### src/rtl/uart_frame_rcv.sv
// 8N1 UART frame receiver: NBYTES payload bytes plus CRC-16/MODBUS (low, high), parallel payload out.
// Optional `FRAME_TIMEOUT_EN adds an idle timer that aborts a stalled partial frame.
module uart_frame_rcv #(
  parameter int CLK_HZ       = 50000000,
  parameter int BAUD         = 115200,
  parameter int NBYTES       = 16,
  parameter int TIMEOUT_BITS = 20
) (
  input  logic                clk,
  input  logic                rst_n,
  input  logic                RXD,
  output logic [NBYTES*8-1:0] data,
  output logic                frame_done,
  output logic                crc_ok,
  output logic                frame_err,
  output logic                busy
);

  // state      | meaning
  // S_IDLE     | line idle, waiting for a falling edge
  // S_START    | half-bit wait, confirm start bit still low
  // S_DATA     | sampling 8 data bits, LSB first
  // S_STOP     | sampling stop bit
  // S_WAIT_HIGH| framing error seen, waiting for line to go high
  typedef enum logic [2:0] {S_IDLE, S_START, S_DATA, S_STOP, S_WAIT_HIGH} state_t;

  localparam int DIV = CLK_HZ / BAUD;
  localparam int CW  = $clog2(DIV + 1);
  localparam int IW  = $clog2(NBYTES + 2);

  state_t          state, state_n;
  logic [CW-1:0]   cnt, cnt_n;
  logic [2:0]      bit_cnt, bit_n;
  logic [7:0]      shreg, sh_n;
  logic            byte_ok, stop_err, timeout;
  logic            rxd_m, rxd_s, rxd_d;
  logic [IW-1:0]   idx;
  logic [15:0]     crc, crc_base;
  logic [7:0]      rx_l;
  logic [NBYTES*8-1:0] shadow;

  function automatic logic [15:0] crc16_byte(input logic [15:0] c_in, input logic [7:0] b);
    logic [15:0] c;
    c = c_in ^ {8'h00, b};
    for (int i = 0; i < 8; i++)
      c = c[0] ? ((c >> 1) ^ 16'hA001) : (c >> 1);
    return c;
  endfunction

  always_ff @(posedge clk) begin
    if (!rst_n) begin
      rxd_m <= 1'b1;
      rxd_s <= 1'b1;
      rxd_d <= 1'b1;
    end else begin
      rxd_m <= RXD;
      rxd_s <= rxd_m;
      rxd_d <= rxd_s;
    end
  end

  always_ff @(posedge clk) begin
    if (!rst_n) begin
      state   <= S_IDLE;
      cnt     <= '0;
      bit_cnt <= '0;
      shreg   <= '0;
    end else begin
      state   <= state_n;
      cnt     <= cnt_n;
      bit_cnt <= bit_n;
      shreg   <= sh_n;
    end
  end

  always_comb begin
    state_n  = state;
    cnt_n    = (cnt != '0) ? cnt - CW'(1) : cnt;
    bit_n    = bit_cnt;
    sh_n     = shreg;
    byte_ok  = 1'b0;
    stop_err = 1'b0;
    case (state)
      S_IDLE: begin
        if (rxd_d && !rxd_s) begin
          state_n = S_START;
          cnt_n   = CW'(DIV / 2 - 1);
        end
      end
      S_START: begin
        if (cnt == '0) begin
          if (!rxd_s) begin
            state_n = S_DATA;
            cnt_n   = CW'(DIV - 1);
            bit_n   = 3'd0;
          end else begin
            state_n = S_IDLE;
          end
        end
      end
      S_DATA: begin
        if (cnt == '0) begin
          sh_n  = {rxd_s, shreg[7:1]};
          cnt_n = CW'(DIV - 1);
          bit_n = bit_cnt + 3'd1;
          if (bit_cnt == 3'd7) state_n = S_STOP;
        end
      end
      S_STOP: begin
        if (cnt == '0) begin
          if (rxd_s) begin
            byte_ok = 1'b1;
            state_n = S_IDLE;
          end else begin
            stop_err = 1'b1;
            state_n  = S_WAIT_HIGH;
          end
        end
      end
      S_WAIT_HIGH: begin
        if (rxd_s) state_n = S_IDLE;
      end
      default: state_n = S_IDLE;
    endcase
  end

`ifdef FRAME_TIMEOUT_EN
  localparam int TO_CLKS = TIMEOUT_BITS * DIV;
  localparam int TW      = $clog2(TO_CLKS + 1);
  logic [TW-1:0] to_cnt;
  logic          to_run;

  assign to_run = (idx != '0) && (state == S_IDLE);

  always_ff @(posedge clk) begin
    if (!rst_n || !to_run)
      to_cnt <= TW'(TO_CLKS - 1);
    else if (to_cnt != '0)
      to_cnt <= to_cnt - TW'(1);
  end

  assign timeout = to_run && (to_cnt == '0);
`else
  // Never fires; a partial frame waits until a stop-bit error or reset.
  assign timeout = (TIMEOUT_BITS < 0);
`endif

  assign crc_base = (idx == '0) ? 16'hFFFF : crc;
  assign busy     = (idx != '0) || (state != S_IDLE);

  always_ff @(posedge clk) begin
    if (!rst_n) begin
      idx        <= '0;
      crc        <= 16'hFFFF;
      rx_l       <= '0;
      shadow     <= '0;
      data       <= '0;
      frame_done <= 1'b0;
      crc_ok     <= 1'b0;
      frame_err  <= 1'b0;
    end else begin
      frame_done <= 1'b0;
      frame_err  <= 1'b0;
      if (stop_err || timeout) begin
        idx       <= '0;
        crc       <= 16'hFFFF;
        frame_err <= 1'b1;
      end else if (byte_ok) begin
        if (idx < IW'(NBYTES)) begin
          for (int k = 0; k < NBYTES; k++)
            if (idx == IW'(k)) shadow[k*8 +: 8] <= shreg;
          crc <= crc16_byte(crc_base, shreg);
          idx <= idx + IW'(1);
        end else if (idx == IW'(NBYTES)) begin
          rx_l <= shreg;
          idx  <= idx + IW'(1);
        end else begin
          frame_done <= 1'b1;
          crc_ok     <= ({shreg, rx_l} == crc);
          if ({shreg, rx_l} == crc) data <= shadow;
          idx <= '0;
        end
      end
    end
  end

endmodule

### config.mk
export PLATFORM = sky130hd
export DESIGN_NAME = uart_frame_rcv
export DESIGN_NICKNAME = d
export VERILOG_FILES = /design/src/rtl/uart_frame_rcv.sv
export SDC_FILE = /design/constraint.sdc
export NUM_CORES = 1
export LEC_CHECK = 0
export ABC_CLOCK_PERIOD_IN_PS = 2230
export BUFFER_PORTS_ARGS = -buffer_cell sky130_fd_sc_hd__buf_2
export CELL_PAD_IN_SITES_DETAIL_PLACEMENT = 1
export CELL_PAD_IN_SITES_GLOBAL_PLACEMENT = 2
export CORE_UTILIZATION = 31
export CTS_CLUSTER_DIAMETER = 120
export DETAILED_ROUTE_END_ITERATION = 16
export GPL_TIMING_DRIVEN = 1
export PLACE_DENSITY = 0.73
export SETUP_SLACK_MARGIN = 0.1
export SYNTH_ARGS = -nofsm -noshare
export SYNTH_HDL_FRONTEND = slang
export SYNTH_SLANG_ARGS = --single-unit
### constraint.sdc
create_clock -name clk -period 2.23 [get_ports clk]
set_clock_uncertainty 0.2 [all_clocks]
set_input_delay 0.1115 -clock clk [delete_from_list [all_inputs] [get_ports clk]]
set_output_delay 0.1115 -clock clk [all_outputs]
set_load 0.1 [all_outputs]
## After elaboration in Yosys (flattened, before gate mapping)

Cells that the tools add are included.
W data, S select, Z words.

| cells by class | value |
|---|---|
| add/subtract/negate cells | 3 |
| $lt $le $gt $ge | 1 |
| equal/unequal tests | 29 |
| muxes and demuxes | 38 |
| bitwise operators | 14 |
| reductions and logical operators | 35 |

Operators by type and width:

| kind | number |
|---|---|
| $mux W16 | 9 |
| $reduce_and A4 Y1 | 19 |
| $mux W9 | 5 |
| $eq A5 B4 Y1 const B | 8 |
| $mux W3 | 10 |
| $pmux W9 S3 | 1 |
| $not A2 Y3 | 8 |
| $eq A5 B3 Y1 const B | 4 |
| $eq A16 B16 Y1 | 1 |
| $xor A16 B8 Y16 | 1 |
| $pmux W3 S5 | 1 |
| $ne A2 B2 Y1 const B | 7 |
| $eq A5 B2 Y1 const B | 2 |
| $mux W5 | 2 |
| $logic_not A9 Y1 | 1 |
| $reduce_bool A9 Y1 | 1 |
| $sub A9 B1 Y9 const B | 1 |
| $mux W1 | 8 |
| $eq A3 B2 Y1 const B | 2 |
| $eq A3 B3 Y1 const B | 2 |
| $pmux W3 S2 | 1 |
| $reduce_and A6 Y1 | 1 |
| $add A5 B1 Y5 const B | 1 |
| $eq A5 B1 Y1 const B | 1 |
| 18 further kinds | 23 |

| word-level totals | value |
|---|---|
| bits in registers | 314 |
| input port bits | 3 |
| word-level logic and storage cells | 150 |

## Longest topological paths before layout

Gate-level depths: netlist of run 1.

| depth | value |
|---|---|
| depth after elaboration | 19 |
| depth in mapped cells | 10 |
| gate-level depth less buffers | 9 |

## Worst setup path before layout of run 1

Ideal clock, no wire load.

| path | value |
|---|---|
| path kind | register -> output |
| start | reg idx[0] |
| end | out busy |
| arrival | 2.217 ns |
| required time | 1.919 ns |
| setup slack | -0.299 ns |
| cell stages (with the launch flop) | 6 |
| path buffers | 1 |
| cell sequence | dfxtp_1 inv_1 ha_1 nor4b_1 clkbuf_1 nand3b_1 |

| on the way | value |
|---|---|
| cells in the longest elaborated chain, start to end | 2 |

RTL lines:

| what | RTL line | text |
|---|---|---|
| start, declared | 37 | `logic [IW-1:0] idx;` |
| start signal, assigned | 173 | `idx <= idx + IW'(1);` |
| start signal, assigned | 176 | `idx <= idx + IW'(1);` |
| $reduce_bool A5 Y1 | 149 | `assign busy = (idx != '0) \|\| (state != S_IDLE);` |
| $logic_or A1 B1 Y1 | 149 |  |
| end, declared | 16 | `output logic busy` |

Every way passes these cells.

## Worst setup path in the final report of run 1

| path | value |
|---|---|
| start | reg cnt[5] |
| end | reg data[112] |

| on the way | value |
|---|---|
| cells in the longest elaborated chain, start to end | 5 |
| elaborated cells on any way between the ends | 7 |
| classes of those cells | 4 x mux; 1 x bitwise; 2 x reduce/logical |

RTL lines:

| what | RTL line | text |
|---|---|---|
| start, declared | 32 | `logic [CW-1:0] cnt, cnt_n;` |
| start signal, assigned | 70 | `cnt <= cnt_n;` |
| $logic_not A9 Y1 * | 110 | `if (cnt == '0) begin` |
| $mux W1 | 110 |  |
| $mux W1 | 83 | `case (state)` |
| $not A1 Y1 (no line) | n/a |  |
| $reduce_and A5 Y1 (no line) * | n/a |  |
| end signal, assigned | 180 | `if ({shreg, rx_l} == crc) data <= shadow;` |
| end, declared | 12 | `output logic [NBYTES*8-1:0] data,` |

Every way passes the cells marked *; elsewhere a longest branch is shown, timed or not.
A chain may end at the register's enable or synchronous reset.

==> impl_table.tex, run 1 <==
\begin{tabular}{lr}
\hline
Metric & Value \\
\hline
\multicolumn{2}{l}{\textbf{Logic synthesis}} \\
\quad Post-synthesis adder-cell area fraction & 1.040\% \\
\quad Fraction of post-synthesis cell area in the top cell type by area & 52.27\% \\
\quad Simple-gate portion of the synthesized area & 24.25\% \\
\quad Portion of the post-synthesis area used by sequential elements & 52.27\% \\
\quad Synth Area in Compound Gates & 13.60\% \\
\quad Post-Syn Nets & 1,535 \\
\quad Number of storage elements in the synthesis netlist & 314 \\
\quad Gate Count Post-Synth & 1,522 \\
\quad Post-synth ARST share & 0\% \\
\quad Xor and xnor area share after synthesis & 4.630\% \\
\quad Number of enable flip-flop cells after synthesis & 0 \\
\quad Synthesis Warnings & 0 \\
\quad Area of the mapped netlist & 12,030 µm² \\
\quad Most area-hungry cell type in the Yosys netlist & sky130\_fd\_sc\_hd\_\_dfxtp\_1 \\
\quad Largest family of logic cells by synthesized area & simple AND/OR/NAND/NOR gates \\
\quad Post-synthesis cell type count & 49 \\
\quad Avg Synthesized Cell Area & 7.902 µm² \\
\quad Largest cells by area after synthesis & sky130\_fd\_sc\_hd\_\_dfxtp\_1 52\%, sky130\_fd\_sc\_hd\_\_nand2\_1 19\%, sky130\_fd\_sc\_hd\_\_a21oi\_1 12\% \\
\quad Leading register cell type out of synthesis & sky130\_fd\_sc\_hd\_\_dfxtp\_1 \\
\quad Share of cell area taken by muxes after synthesis & 0.3329\% \\
\multicolumn{2}{l}{\textbf{Clocking}} \\
\quad TritonCTS clock tree & built \\
\quad Clk sinks & 314 \\
\quad Max Buffers Root-to-Sink & 3 \\
\quad CTS Root Cell & sky130\_fd\_sc\_hd\_\_clkbuf\_16 \\
\quad Number of buffers created by CTS & 36 \\
\quad Number of H-tree levels & 2 \\
\quad Clock insertion delay at the later pin of the skew report & 0.55 ns \\
\quad Clock transition at the registers of the reported paths & 0.06 ns \\
\multicolumn{2}{l}{\textbf{Flow run}} \\
\quad Number of max-cap violations & 0 \\
\multicolumn{2}{l}{\textbf{Drt}} \\
\quad Detailed route wirelength on metal3 & 1473 µm \\
\quad Detailed-route via count & 10,900 \\
\quad Count of unresolved DRC violations after routing & 0 \\
\quad Wirelength, routed & 40,600 µm \\
\quad Metal2 WL & 18,640 µm \\
\quad Detailed Route Iter0 Violations & 428 \\
\quad Length of the first detailed-routing pass in iterations & 4 \\
\quad Detail Route Antenna Nets & 0 \\
\quad Top layer used by detailed routing & met4 \\
\quad DR WL/cell & 17.70 µm \\
\quad Mean number of vias per cell & 4.752 \\
\quad Met1 wire length & 19,380 µm \\
\multicolumn{2}{l}{\textbf{Global route}} \\
\quad Initial antenna violation count & 0 \\
\quad Global-route wire length before repair & 60,550 µm \\
\quad Via count of the first global-routing pass & 10,880 \\
\quad Largest net degree at the start of global routing & 176 \\
\quad Gr usage total & 19.75\% \\
\quad Total congestion overflow after global routing & 0 \\
\multicolumn{2}{l}{\textbf{Worst setup path}} \\
\quad Largest driver fanout on the critical path & 31 \\
\quad WS Path Type & reg2reg \\
\quad Critical Path RT & 2.41 ns \\
\quad CP Data Arrival Time & 2.73 ns \\
\quad Endpoint class of the critical path & register \\
\quad R2R Setup Slk & -0.32 ns \\
\quad CP Launch Type & register \\
\multicolumn{2}{l}{\textbf{Pwr}} \\
\quad Power Density & 844.2 nW/µm² \\
\quad Overall power consumption & 14.01 mW \\
\quad Highest ir drop seen on vdd & 480.5 µV \\
\quad Leakage power figure & 6.379 nW \\
\multicolumn{2}{l}{\textbf{Die}} \\
\quad Die X & 199.0 µm \\
\quad Die height & 199.0 µm \\
\quad Core area & 37,930 µm² \\
\quad Row count & 71 \\
\quad Top Ports & 135 \\
\quad Area of the die & 39,590 µm² \\
\quad Initial Util & 31.70\% \\
\multicolumn{2}{l}{\textbf{Timing}} \\
\quad RSZ-0062 raised after global routing & yes \\
\quad Slew @ Worst Pin & 0.9654 ns \\
\quad Count of endpoints failing hold in the final timing report & 0 \\
\quad Post-route clock period utilization & 114.4\% \\
\quad Final max-slew violation count & 0 \\
\quad Final setup violation count & 250 \\
\quad Final critical delay including setup and external delays & 2.552 ns \\
\quad F\_max & 391.9 MHz \\
\quad Slew margin rel. & 35.64\% \\
\quad Worst setup margin & -0.3219 ns \\
\multicolumn{2}{l}{\textbf{Place}} \\
\quad DP Wirelength & 24,270 µm \\
\quad RD Place Congestion & 0.8186 \\
\quad Placed inst area & 13,890 µm² \\
\quad \# placed instances & 2,174 \\
\quad Count of input and output buffers & 134 \\
\multicolumn{2}{l}{\textbf{Layout}} \\
\quad \# nets final & 1,770 \\
\quad Area growth, synth to finish & 37.94\% \\
\quad Most frequent cells in the layout & 540 x sky130\_fd\_sc\_hd\_\_nand2\_1, 307 x sky130\_fd\_sc\_hd\_\_dfxtp\_1, 269 x sky130\_fd\_sc\_hd\_\_a21oi\_1, 133 x sky130\_fd\_sc\_hd\_\_buf\_2, 108 x sky130\_fd\_sc\_hd\_\_buf\_4 \\
\quad Post-Layout Inst Area & 16,590 µm² \\
\quad Count of inserted antenna diode cells & 0 \\
\quad Fraction of layout cells with a size suffix above 1 & 27.76\% \\
\quad Final Non-Filler Cells & 2,294 \\
\quad Most common cell after layout, fill and taps aside & sky130\_fd\_sc\_hd\_\_nand2\_1 \\
\multicolumn{2}{l}{\textbf{Hold path}} \\
\quad Kind of path behind the tightest hold check & reg2reg \\
\multicolumn{2}{l}{\textbf{Status}} \\
\quad Run status & complete, but fails checks \\
\quad Violated checks & negative setup slack \\
\hline
\end{tabular}
[repair_timing]
item / in CTS / in global routing
cloned: 4 / 8
pin swaps: 36 / 72
resized for setup: 84 / 132
buffers inserted: 11 / 30
endpoints found under the setup margin: 308 / 308
hold endpoints to repair: 33 / 0
hold buffers: 3 / 0
[sequential cells by signal (all words and copies together), names as in the netlist, 5 cells and up]
name / count
crc: 16
cnt: 9
shadow: 128
rx_l: 8
idx: 5
data: 128
shreg: 8
[cells in the mapped netlist, drive strengths merged, types with 11 or more instances]
library cell	n
a21oi	285
buf	30
clkbuf	72
dfxtp	314
nand2	598
nand2b	11
nand3	14
nor2	40
nor3	12
xnor2	21
xor2	32
[path summary, 6_finish.rpt]
path | end | start | cells past startpoint
max | data[112] | cnt[5] | 8
min | rxd_s | rxd_m | 1
max reg2reg | data[112] | cnt[5] | 8
min reg2reg | rxd_s | rxd_m | 1
[logic make-up (layout without fill, tap and decap cells)]
family | count (synthesis) | count (layout)
AO/OA/AOI/OAI | 313 | 313
XOR/XNOR | 57 | 57
adder cells (fa/ha/maj) | 10 | 10
buffers and inverters | 109 | 370
flip-flops | 314 | 314
multiplexers | 4 | 4
AND/OR/NAND/NOR | 715 | 715
[metrics by stage]
| step | hold WS, ns | setup slack [ns] | util (%) | setup TNS, ns |
|---|---|---|---|---|
| 3_3_place_gp | 0.09620 | -0.3042 | 36.61 | -41.75 |
| 4_1_cts | 0.2117 | -0.2450 | 41.27 | -30.88 |
| 3_5_place_dp | 0.1006 | -0.3373 | 36.61 | -47.55 |
| 2_1_floorplan | 0.01297 | -0.08616 | - | -7.055 |
| 5_1_grt | 0.2349 | -0.3791 | 43.73 | -73.73 |
| 6_report | 0.2076 | -0.3219 | 43.73 | -51.79 |
[routing by layer]
metal  track usage [%]  vias up
met4             6.724        0
li1                  -     5431
met2             31.71      160
met3             3.171       62
met5                 0        -
met1             26.78     5249
[area by class of cell]
type                       count  area [µm²]
fill                        4495       21340
sequential                   314        6295
multi-input combinational   1099        5964
timing repair buffer         299        2392
clock buffer                  53        1046
tap                          511       639.4
clock inverter                11       219.0
inverter                       7       33.78
[critical path: stages (launching register included)]
cell                        delay, ns
sky130_fd_sc_hd__dfxtp_2         0.34
sky130_fd_sc_hd__or4_4           0.54
sky130_fd_sc_hd__buf_4           0.16
sky130_fd_sc_hd__nor4_4          0.18
sky130_fd_sc_hd__nand3_2         0.17
sky130_fd_sc_hd__or2_4           0.39
sky130_fd_sc_hd__clkbuf_16       0.25
sky130_fd_sc_hd__nand2_1         0.09
sky130_fd_sc_hd__a21oi_1         0.06
[power breakdown]
group / total, mW / switching, mW / internal [mW]
Sequential: 5.74 / 0.0524 / 5.68
Combinational: 1.89 / 0.915 / 0.979
Clock: 6.37 / 2.42 / 3.95
Note: power is estimated with default switching activity, not from simulation.
==> inputs of run 2 (changes only) <==
- PLACE_DENSITY: 0.73 -> 0.81
==> run 2 against run 1 <==
Effect of this change: global-route usage increased by 0.89 points; register-to-register slack improved by 0.05 ns; utilization up 4.1 points; via count rose by 5.3%; sequential share of layout area fell by 3.2 points; largest cell class is now multi-input combinational cells; sequential cell count stayed put; cell count rose by 1.7%; die area is the same; the run still ends with negative setup slack left; design area rose by 9.3%.
==> impl_table.tex, run 2 (same netlist as run 1, synthesis figures left out) <==
\begin{tabular}{lr}
\hline
Metric & Value \\
\hline
\multicolumn{2}{l}{\textbf{Drt}} \\
\quad Wirelength, routed & 44,910 µm \\
\quad Mean number of vias per cell & 4.921 \\
\quad Detailed Route Iter0 Violations & 633 \\
\quad Length of the first detailed-routing pass in iterations & 4 \\
\quad Detail Route Antenna Nets & 0 \\
\quad DR WL/cell & 19.25 µm \\
\quad Detailed-route via count & 11,480 \\
\quad Count of unresolved DRC violations after routing & 0 \\
\multicolumn{2}{l}{\textbf{Layout}} \\
\quad Post-Layout Inst Area & 18,130 µm² \\
\quad Count of inserted antenna diode cells & 0 \\
\quad Final Non-Filler Cells & 2,333 \\
\quad Final core occ & 47.80\% \\
\quad Most frequent cells in the layout & 415 x sky130\_fd\_sc\_hd\_\_nand2\_1, 306 x sky130\_fd\_sc\_hd\_\_dfxtp\_1, 188 x sky130\_fd\_sc\_hd\_\_a21oi\_1, 133 x sky130\_fd\_sc\_hd\_\_nand2\_2, 133 x sky130\_fd\_sc\_hd\_\_buf\_2 \\
\quad Area growth, synth to finish & 50.76\% \\
\quad \# nets final & 1,807 \\
\quad Fraction of layout cells with a size suffix above 1 & 40.83\% \\
\quad Largest registers ranked by flip-flop count & data x128, shadow x128, crc x16 \\
\quad Most common cell after layout, fill and taps aside & sky130\_fd\_sc\_hd\_\_nand2\_1 \\
\quad Fill cell count & 4,328 \\
\multicolumn{2}{l}{\textbf{Hold path}} \\
\quad Kind of path behind the tightest hold check & reg2reg \\
\quad Start point of the worst hold path & rxd\_m \\
\quad Number of stages on the worst hold path & 1 \\
\quad Worst Hold Path EP & rxd\_s \\
\multicolumn{2}{l}{\textbf{Worst setup path}} \\
\quad WS Path Type & reg2reg \\
\quad Worst R2R Path Depth & 9 \\
\quad Largest driver fanout on the critical path & 8 \\
\quad Reg2reg end & data[37] \\
\quad Start of the worst register-to-register path & cnt[4] \\
\quad CP Data Arrival Time & 2.75 ns \\
\quad CP Launch Type & register \\
\quad Critical Path RT & 2.48 ns \\
\quad Endpoint class of the critical path & register \\
\quad R2R Setup Slk & -0.27 ns \\
\multicolumn{2}{l}{\textbf{Clocking}} \\
\quad Clock transition at the registers of the reported paths & 0.06 ns \\
\quad Number of H-tree levels & 2 \\
\quad Clk sinks & 314 \\
\quad CTS Root Cell & sky130\_fd\_sc\_hd\_\_clkbuf\_16 \\
\quad Clock insertion delay at the later pin of the skew report & 0.53 ns \\
\quad Max Buffers Root-to-Sink & 3 \\
\quad Number of buffers created by CTS & 37 \\
\quad TritonCTS clock tree & built \\
\multicolumn{2}{l}{\textbf{Timing}} \\
\quad Worst setup margin & -0.2695 ns \\
\quad Final setup violation count & 263 \\
\quad RSZ-0062 raised after global routing & yes \\
\quad F\_max & 400.1 MHz \\
\quad Post-route clock period utilization & 112.1\% \\
\quad Slew @ Worst Pin & 1.030 ns \\
\quad Final sum of negative setup slack & -46.11 ns \\
\quad Slew margin rel. & 31.32\% \\
\quad Count of endpoints failing hold in the final timing report & 0 \\
\quad Final critical delay including setup and external delays & 2.499 ns \\
\quad Final max-slew violation count & 0 \\
\multicolumn{2}{l}{\textbf{Place}} \\
\quad DP Wirelength & 23,890 µm \\
\quad RD Place Congestion & 0.8084 \\
\quad \# placed instances & 2,175 \\
\quad Worst-case setup slack after placement & -0.3403 ns \\
\quad Count of input and output buffers & 134 \\
\quad Placed inst area & 13,920 µm² \\
\multicolumn{2}{l}{\textbf{Global route}} \\
\quad Global-route wire length before repair & 63,830 µm \\
\quad Via count of the first global-routing pass & 11,230 \\
\quad Largest net degree at the start of global routing & 159 \\
\quad Initial antenna violation count & 0 \\
\quad Gr usage total & 20.64\% \\
\quad Total congestion overflow after global routing & 0 \\
\multicolumn{2}{l}{\textbf{Die}} \\
\quad Die height & 199.0 µm \\
\quad Core area & 37,930 µm² \\
\quad Area of the die & 39,590 µm² \\
\quad Top Ports & 135 \\
\quad Row count & 71 \\
\quad Initial Util & 31.70\% \\
\quad Die X & 199.0 µm \\
\multicolumn{2}{l}{\textbf{Pwr}} \\
\quad Leakage power figure & 6.999 nW \\
\quad Highest ir drop seen on vdd & 402.5 µV \\
\quad Power Density & 765.2 nW/µm² \\
\multicolumn{2}{l}{\textbf{Status}} \\
\quad Violated checks & negative setup slack \\
\quad Run status & complete, but fails checks \\
\multicolumn{2}{l}{\textbf{Flow run}} \\
\quad Number of max-cap violations & 0 \\
\hline
\end{tabular}
## run 2: cell types whose count changed in the layout (fill, tap and decap cells not counted), sizes merged
cell / previous run / this run
bufinv: 6 / 3
clkbuf: 59 / 69
buf: 290 / 318
or3: 5 / 6
clkinvlp: 1 / 0
clkinv: 2 / 5
or2: 3 / 6
inv: 9 / 7
## run 2: cell type report
cell class / count / area, µm² / area share [%]
Tap cell: 511 / 639.4 / 3.526
Clock inverter: 8 / 137.6 / 0.7591
Clock buffer: 59 / 1130 / 6.231
Multi-Input combinational cell: 1103 / 6780 / 37.40
Sequential cell: 314 / 6296 / 34.73
Inverter: 7 / 33.78 / 0.1863
Timing Repair Buffer: 331 / 3114 / 17.18
## run 2: worst max-delay path by stage
stage	cells past startpoint	start	to
6_report	9	cnt[4]	data[37]
5_1_grt	9	cnt[4]	shadow[8]
4_1_cts	10	cnt[3]	data[43]
3_5_place_dp	7	cnt[3]	shadow[103]
3_3_place_gp	7	cnt[3]	shadow[100]
2_1_floorplan	8	cnt[3]	data[108]
## run 2: timing repair
action | in CTS | in global routing
resized for setup | 175 | 314
setup endpoints to repair | 305 | 308
cloned | 19 | 17
setup buffers | 36 | 22
hold buffers | 3 | 0
endpoints found under the hold margin | 11 | 0
pin swaps | 79 | 172
## run 2: layer usage
metal	share of wire, %	vias to the layer above	global-route usage, %
met4	3.0	0	5.755
met3	3.9	78	2.815
met5	0	-	0
met2	49	222	35.06
met1	44	5670	27.20
li1	-	5511	-
## run 2: critical path: stages, from the launching register on
cell	delay [ns]
sky130_fd_sc_hd__dfxtp_2	0.32
sky130_fd_sc_hd__or4_4	0.57
sky130_fd_sc_hd__nor4_4	0.20
sky130_fd_sc_hd__nand3_2	0.19
sky130_fd_sc_hd__nor2_4	0.23
sky130_fd_sc_hd__buf_6	0.18
sky130_fd_sc_hd__buf_4	0.14
sky130_fd_sc_hd__buf_12	0.15
sky130_fd_sc_hd__nand2_2	0.08
sky130_fd_sc_hd__a21oi_2	0.17
## run 2: metrics by stage
step	hold WS [ns]	power [mW]
6_report	0.2076	13.87
5_1_grt	0.2435	14.37
4_1_cts	0.2092	13.51
3_5_place_dp	0.1025	7.084
3_3_place_gp	0.09393	7.048
2_1_floorplan	0.01297	6.545
## run 2: power by group
part | leakage [nW] | total (mW) | internal, mW | switching, mW
combinational | 3.85 | 1.88 | 0.937 | 0.939
sequential | 2.53 | 5.73 | 5.68 | 0.0504
clock | 0.619 | 6.26 | 3.83 | 2.43
==> inputs of run 3 (changes only) <==
- ABC_AREA: unset -> 1
- CAP_MARGIN: unset -> 10
==> run 3 against run 2 <==
Effect of this change: largest cell class is now sequential cells; critical path depth rose by 5; the run still ends with negative setup slack left; first-iteration DRC count fell by 10%; clock power is 4.0% lower; hold slack got worse by 0.084 ns; sequential share of layout area grew 3.1 points; fmax rose by 3.5%.
==> impl_table.tex, run 3 <==
\begin{tabular}{lr}
\hline
Metric & Value \\
\hline
\multicolumn{2}{l}{\textbf{Status}} \\
\quad Run status & complete, but fails checks \\
\quad Violated checks & negative setup slack \\
\multicolumn{2}{l}{\textbf{Global route}} \\
\quad Largest net degree at the start of global routing & 109 \\
\quad Global-route wire length before repair & 61,870 µm \\
\quad Via count of the first global-routing pass & 11,200 \\
\quad Initial antenna violation count & 0 \\
\quad Gr usage total & 20.28\% \\
\quad Total congestion overflow after global routing & 0 \\
\multicolumn{2}{l}{\textbf{Timing}} \\
\quad F\_max & 414.2 MHz \\
\quad Final max-slew violation count & 0 \\
\quad Count of endpoints failing hold in the final timing report & 0 \\
\quad Final critical delay including setup and external delays & 2.414 ns \\
\quad Final setup violation count & 228 \\
\quad Final sum of negative setup slack & -16.23 ns \\
\quad Post-route clock period utilization & 108.3\% \\
\quad Slew margin rel. & 66.01\% \\
\quad RSZ-0062 raised after global routing & yes \\
\quad Slew @ Worst Pin & 0.5133 ns \\
\quad Worst setup margin & -0.1842 ns \\
\multicolumn{2}{l}{\textbf{Layout}} \\
\quad Count of inserted antenna diode cells & 0 \\
\quad Post-Layout Inst Area & 16,620 µm² \\
\quad Largest registers ranked by flip-flop count & data x128, shadow x128, crc x16 \\
\quad Most frequent cells in the layout & 308 x sky130\_fd\_sc\_hd\_\_dfxtp\_1, 227 x sky130\_fd\_sc\_hd\_\_nor2\_1, 180 x sky130\_fd\_sc\_hd\_\_o21ai\_0, 152 x sky130\_fd\_sc\_hd\_\_a21oi\_1, 132 x sky130\_fd\_sc\_hd\_\_buf\_2 \\
\quad Most common cell after layout, fill and taps aside & sky130\_fd\_sc\_hd\_\_dfxtp\_1 \\
\quad Fraction of layout cells with a size suffix above 1 & 32.73\% \\
\quad Area growth, synth to finish & 41.64\% \\
\quad Final core occ & 44.98\% \\
\quad \# nets final & 1,686 \\
\multicolumn{2}{l}{\textbf{Clocking}} \\
\quad Clk sinks & 314 \\
\quad Clock insertion delay at the later pin of the skew report & 0.52 ns \\
\quad Number of buffers created by CTS & 36 \\
\quad TritonCTS clock tree & built \\
\quad Number of H-tree levels & 2 \\
\quad CTS Root Cell & sky130\_fd\_sc\_hd\_\_clkbuf\_16 \\
\quad Clock transition at the registers of the reported paths & 0.06 ns \\
\quad Max Buffers Root-to-Sink & 3 \\
\multicolumn{2}{l}{\textbf{Worst setup path}} \\
\quad Crit path launch & cnt[1] \\
\quad Critical Path RT & 2.46 ns \\
\quad CP Launch Type & register \\
\quad CP Data Arrival Time & 2.65 ns \\
\quad Largest driver fanout on the critical path & 16 \\
\quad Start of the worst register-to-register path & cnt[1] \\
\quad Endpoint class of the critical path & register \\
\quad WS Path Type & reg2reg \\
\quad R2R Setup Slk & -0.18 ns \\
\multicolumn{2}{l}{\textbf{Flow run}} \\
\quad Number of max-cap violations & 0 \\
\multicolumn{2}{l}{\textbf{Place}} \\
\quad Worst-case setup slack after placement & -0.1936 ns \\
\quad DP Wirelength & 23,330 µm \\
\quad Placed inst area & 13,600 µm² \\
\quad RD Place Congestion & 0.8188 \\
\quad Count of input and output buffers & 134 \\
\multicolumn{2}{l}{\textbf{Pwr}} \\
\quad Internal power & 10.25 mW \\
\quad Net switching power figure & 3.902 mW \\
\quad Overall power consumption & 14.15 mW \\
\quad Share of total power consumed by net switching & 27.58\% \\
\quad Relative contribution of combinational cells to total power & 16.1\% \\
\quad Highest ir drop seen on vdd & 650.1 µV \\
\quad Fraction of power consumed by the clock network & 42.5\% \\
\quad Sequential fraction of design power & 41.4\% \\
\quad Power Density & 851.1 nW/µm² \\
\quad Leakage power figure & 7.322 nW \\
\multicolumn{2}{l}{\textbf{Die}} \\
\quad Row count & 70 \\
\quad Die height & 196.6 µm \\
\quad Area of the die & 38,640 µm² \\
\quad Die X & 196.6 µm \\
\quad Top Ports & 135 \\
\quad Initial Util & 31.75\% \\
\quad Core area & 36,960 µm² \\
\multicolumn{2}{l}{\textbf{Logic synthesis}} \\
\quad Dominant cell by count in the synthesized netlist & sky130\_fd\_sc\_hd\_\_dfxtp\_1 \\
\quad Number of storage elements in the synthesis netlist & 314 \\
\quad Post-synthesis cell type count & 39 \\
\quad Commonest cells post-synth & 314 x sky130\_fd\_sc\_hd\_\_dfxtp\_1, 267 x sky130\_fd\_sc\_hd\_\_nor2\_1, 240 x sky130\_fd\_sc\_hd\_\_o21ai\_0, 171 x sky130\_fd\_sc\_hd\_\_a21oi\_1, 105 x sky130\_fd\_sc\_hd\_\_nand2\_1 \\
\quad Post-synth ARST share & 0\% \\
\quad Largest cells by area after synthesis & sky130\_fd\_sc\_hd\_\_dfxtp\_1 54\%, sky130\_fd\_sc\_hd\_\_o21ai\_0 10\%, sky130\_fd\_sc\_hd\_\_nor2\_1 8.5\% \\
\quad Portion of the post-synthesis area used by sequential elements & 53.56\% \\
\quad Number of enable flip-flop cells after synthesis & 0 \\
\quad Post-Syn Nets & 1,453 \\
\quad Synthesis Warnings & 0 \\
\quad Most area-hungry cell type in the Yosys netlist & sky130\_fd\_sc\_hd\_\_dfxtp\_1 \\
\quad Leading register cell type out of synthesis & sky130\_fd\_sc\_hd\_\_dfxtp\_1 \\
\quad Area of the mapped netlist & 11,740 µm² \\
\quad Gate Count Post-Synth & 1,440 \\
\quad Avg Synthesized Cell Area & 8.150 µm² \\
\quad Fraction of post-synthesis cell area in the top cell type by area & 53.56\% \\
\multicolumn{2}{l}{\textbf{Drt}} \\
\quad Detailed-route via count & 10,990 \\
\quad Mean number of vias per cell & 4.990 \\
\quad Length of the first detailed-routing pass in iterations & 5 \\
\quad DR WL/cell & 18.76 µm \\
\quad Detailed Route Iter0 Violations & 570 \\
\quad Wirelength, routed & 41,340 µm \\
\quad Count of unresolved DRC violations after routing & 0 \\
\quad Detail Route Antenna Nets & 0 \\
\multicolumn{2}{l}{\textbf{Hold path}} \\
\quad Kind of path behind the tightest hold check & in2reg \\
\quad Start point of the worst hold path & RXD \\
\hline
\end{tabular}
==> run 3: changes by cell type in the layout (fill, tap and decap cells not counted), moves of 28 or more <==
cell	previous run	this run
sky130_fd_sc_hd__o21ai_1	1	57
sky130_fd_sc_hd__a21oi_1	188	152
sky130_fd_sc_hd__nor2_1	31	227
sky130_fd_sc_hd__nand2_1	415	66
sky130_fd_sc_hd__buf_6	39	11
sky130_fd_sc_hd__inv_1	2	51
sky130_fd_sc_hd__nand2_4	44	11
sky130_fd_sc_hd__o21ai_2	0	48
sky130_fd_sc_hd__o21ai_0	2	180
sky130_fd_sc_hd__nor2_2	4	35
sky130_fd_sc_hd__nand2_2	133	30
sky130_fd_sc_hd__a21oi_2	96	19
==> run 3: layout make-up <==
type                       instances  area (µm²)
clock buffer                      57        1102
clock inverter                     7       100.1
fill                            4362       20340
inverter                          76       314.1
multi-input combinational        954        5406
sequential                       314        6294
tap                              504       630.6
timing repair buffer             290        2746
timing repair inverter             1       30.03
==> run 3: cell families after synthesis <==
group / synth area share [%]
AO/OA/AOI/OAI: 21.39
AND/OR/NAND/NOR: 16.02
buffers and inverters: 6.397
adder cells (fa/ha/maj): 1.066
XOR/XNOR: 1.567
flip-flops: 53.56
==> run 3: critical path: stages (launching register included) <==
cell and delay, ns:
sky130_fd_sc_hd__dfxtp_2 0.32, sky130_fd_sc_hd__inv_2 0.07, sky130_fd_sc_hd__ha_4 0.13, sky130_fd_sc_hd__inv_2 0.03, sky130_fd_sc_hd__nor3_4 0.11, sky130_fd_sc_hd__nand3_2 0.12
sky130_fd_sc_hd__nor3_4 0.24, sky130_fd_sc_hd__inv_4 0.08, sky130_fd_sc_hd__buf_12 0.14, sky130_fd_sc_hd__nor2_8 0.15, sky130_fd_sc_hd__nand2_4 0.12, sky130_fd_sc_hd__nor2_4 0.12
sky130_fd_sc_hd__buf_12 0.15, sky130_fd_sc_hd__o21ai_0 0.12, sky130_fd_sc_hd__a21oi_1 0.22
==> run 3: what timing repair did <==
action | 4_1_cts | 5_1_grt
pin swaps | 41 | 69
gates cloned | 16 | 10
buffers inserted | 24 | 13
setup endpoints to repair | 274 | 290
hold buffers | 2 | 0
endpoints found under the hold margin | 40 | 0
resized for setup | 141 | 157
==> run 3: metal layers <==
metal	up-vias	global-route usage, %	wire length, µm
li1	5293	-	-
met1	5427	26.52	18870
met2	219	34.59	20200
met3	53	3.388	1607
met4	0	5.197	658
met5	-	0	0
==> run 3: stage by stage <==
step / hold WS (ns) / std cells
after floorplan: 0.01808 / 1440
after CTS: 0.1197 / 2183
final: 0.1235 / 2203
after global routing: 0.1458 / 2203
after detailed placement: 0.1136 / 2077
after global placement: 0.1066 / 2077
==> run 3: path summary, 6_finish.rpt <==
path / cells after the start / end
max: 14 / shadow[34]
min: 3 / rxd_m
max reg2reg: 14 / shadow[34]
min reg2reg: 1 / rxd_s
==> run 3: power groups by stage <==
stage	combinational [mW]	clock [mW]	sequential, mW
3_5_place_dp	1.95	0	5.98
4_1_cts	2.11	6.11	5.86
3_3_place_gp	1.92	0	5.98
2_1_floorplan	1.24	0	5.96
6_report	2.28	6.01	5.86
5_1_grt	2.47	6.37	5.88
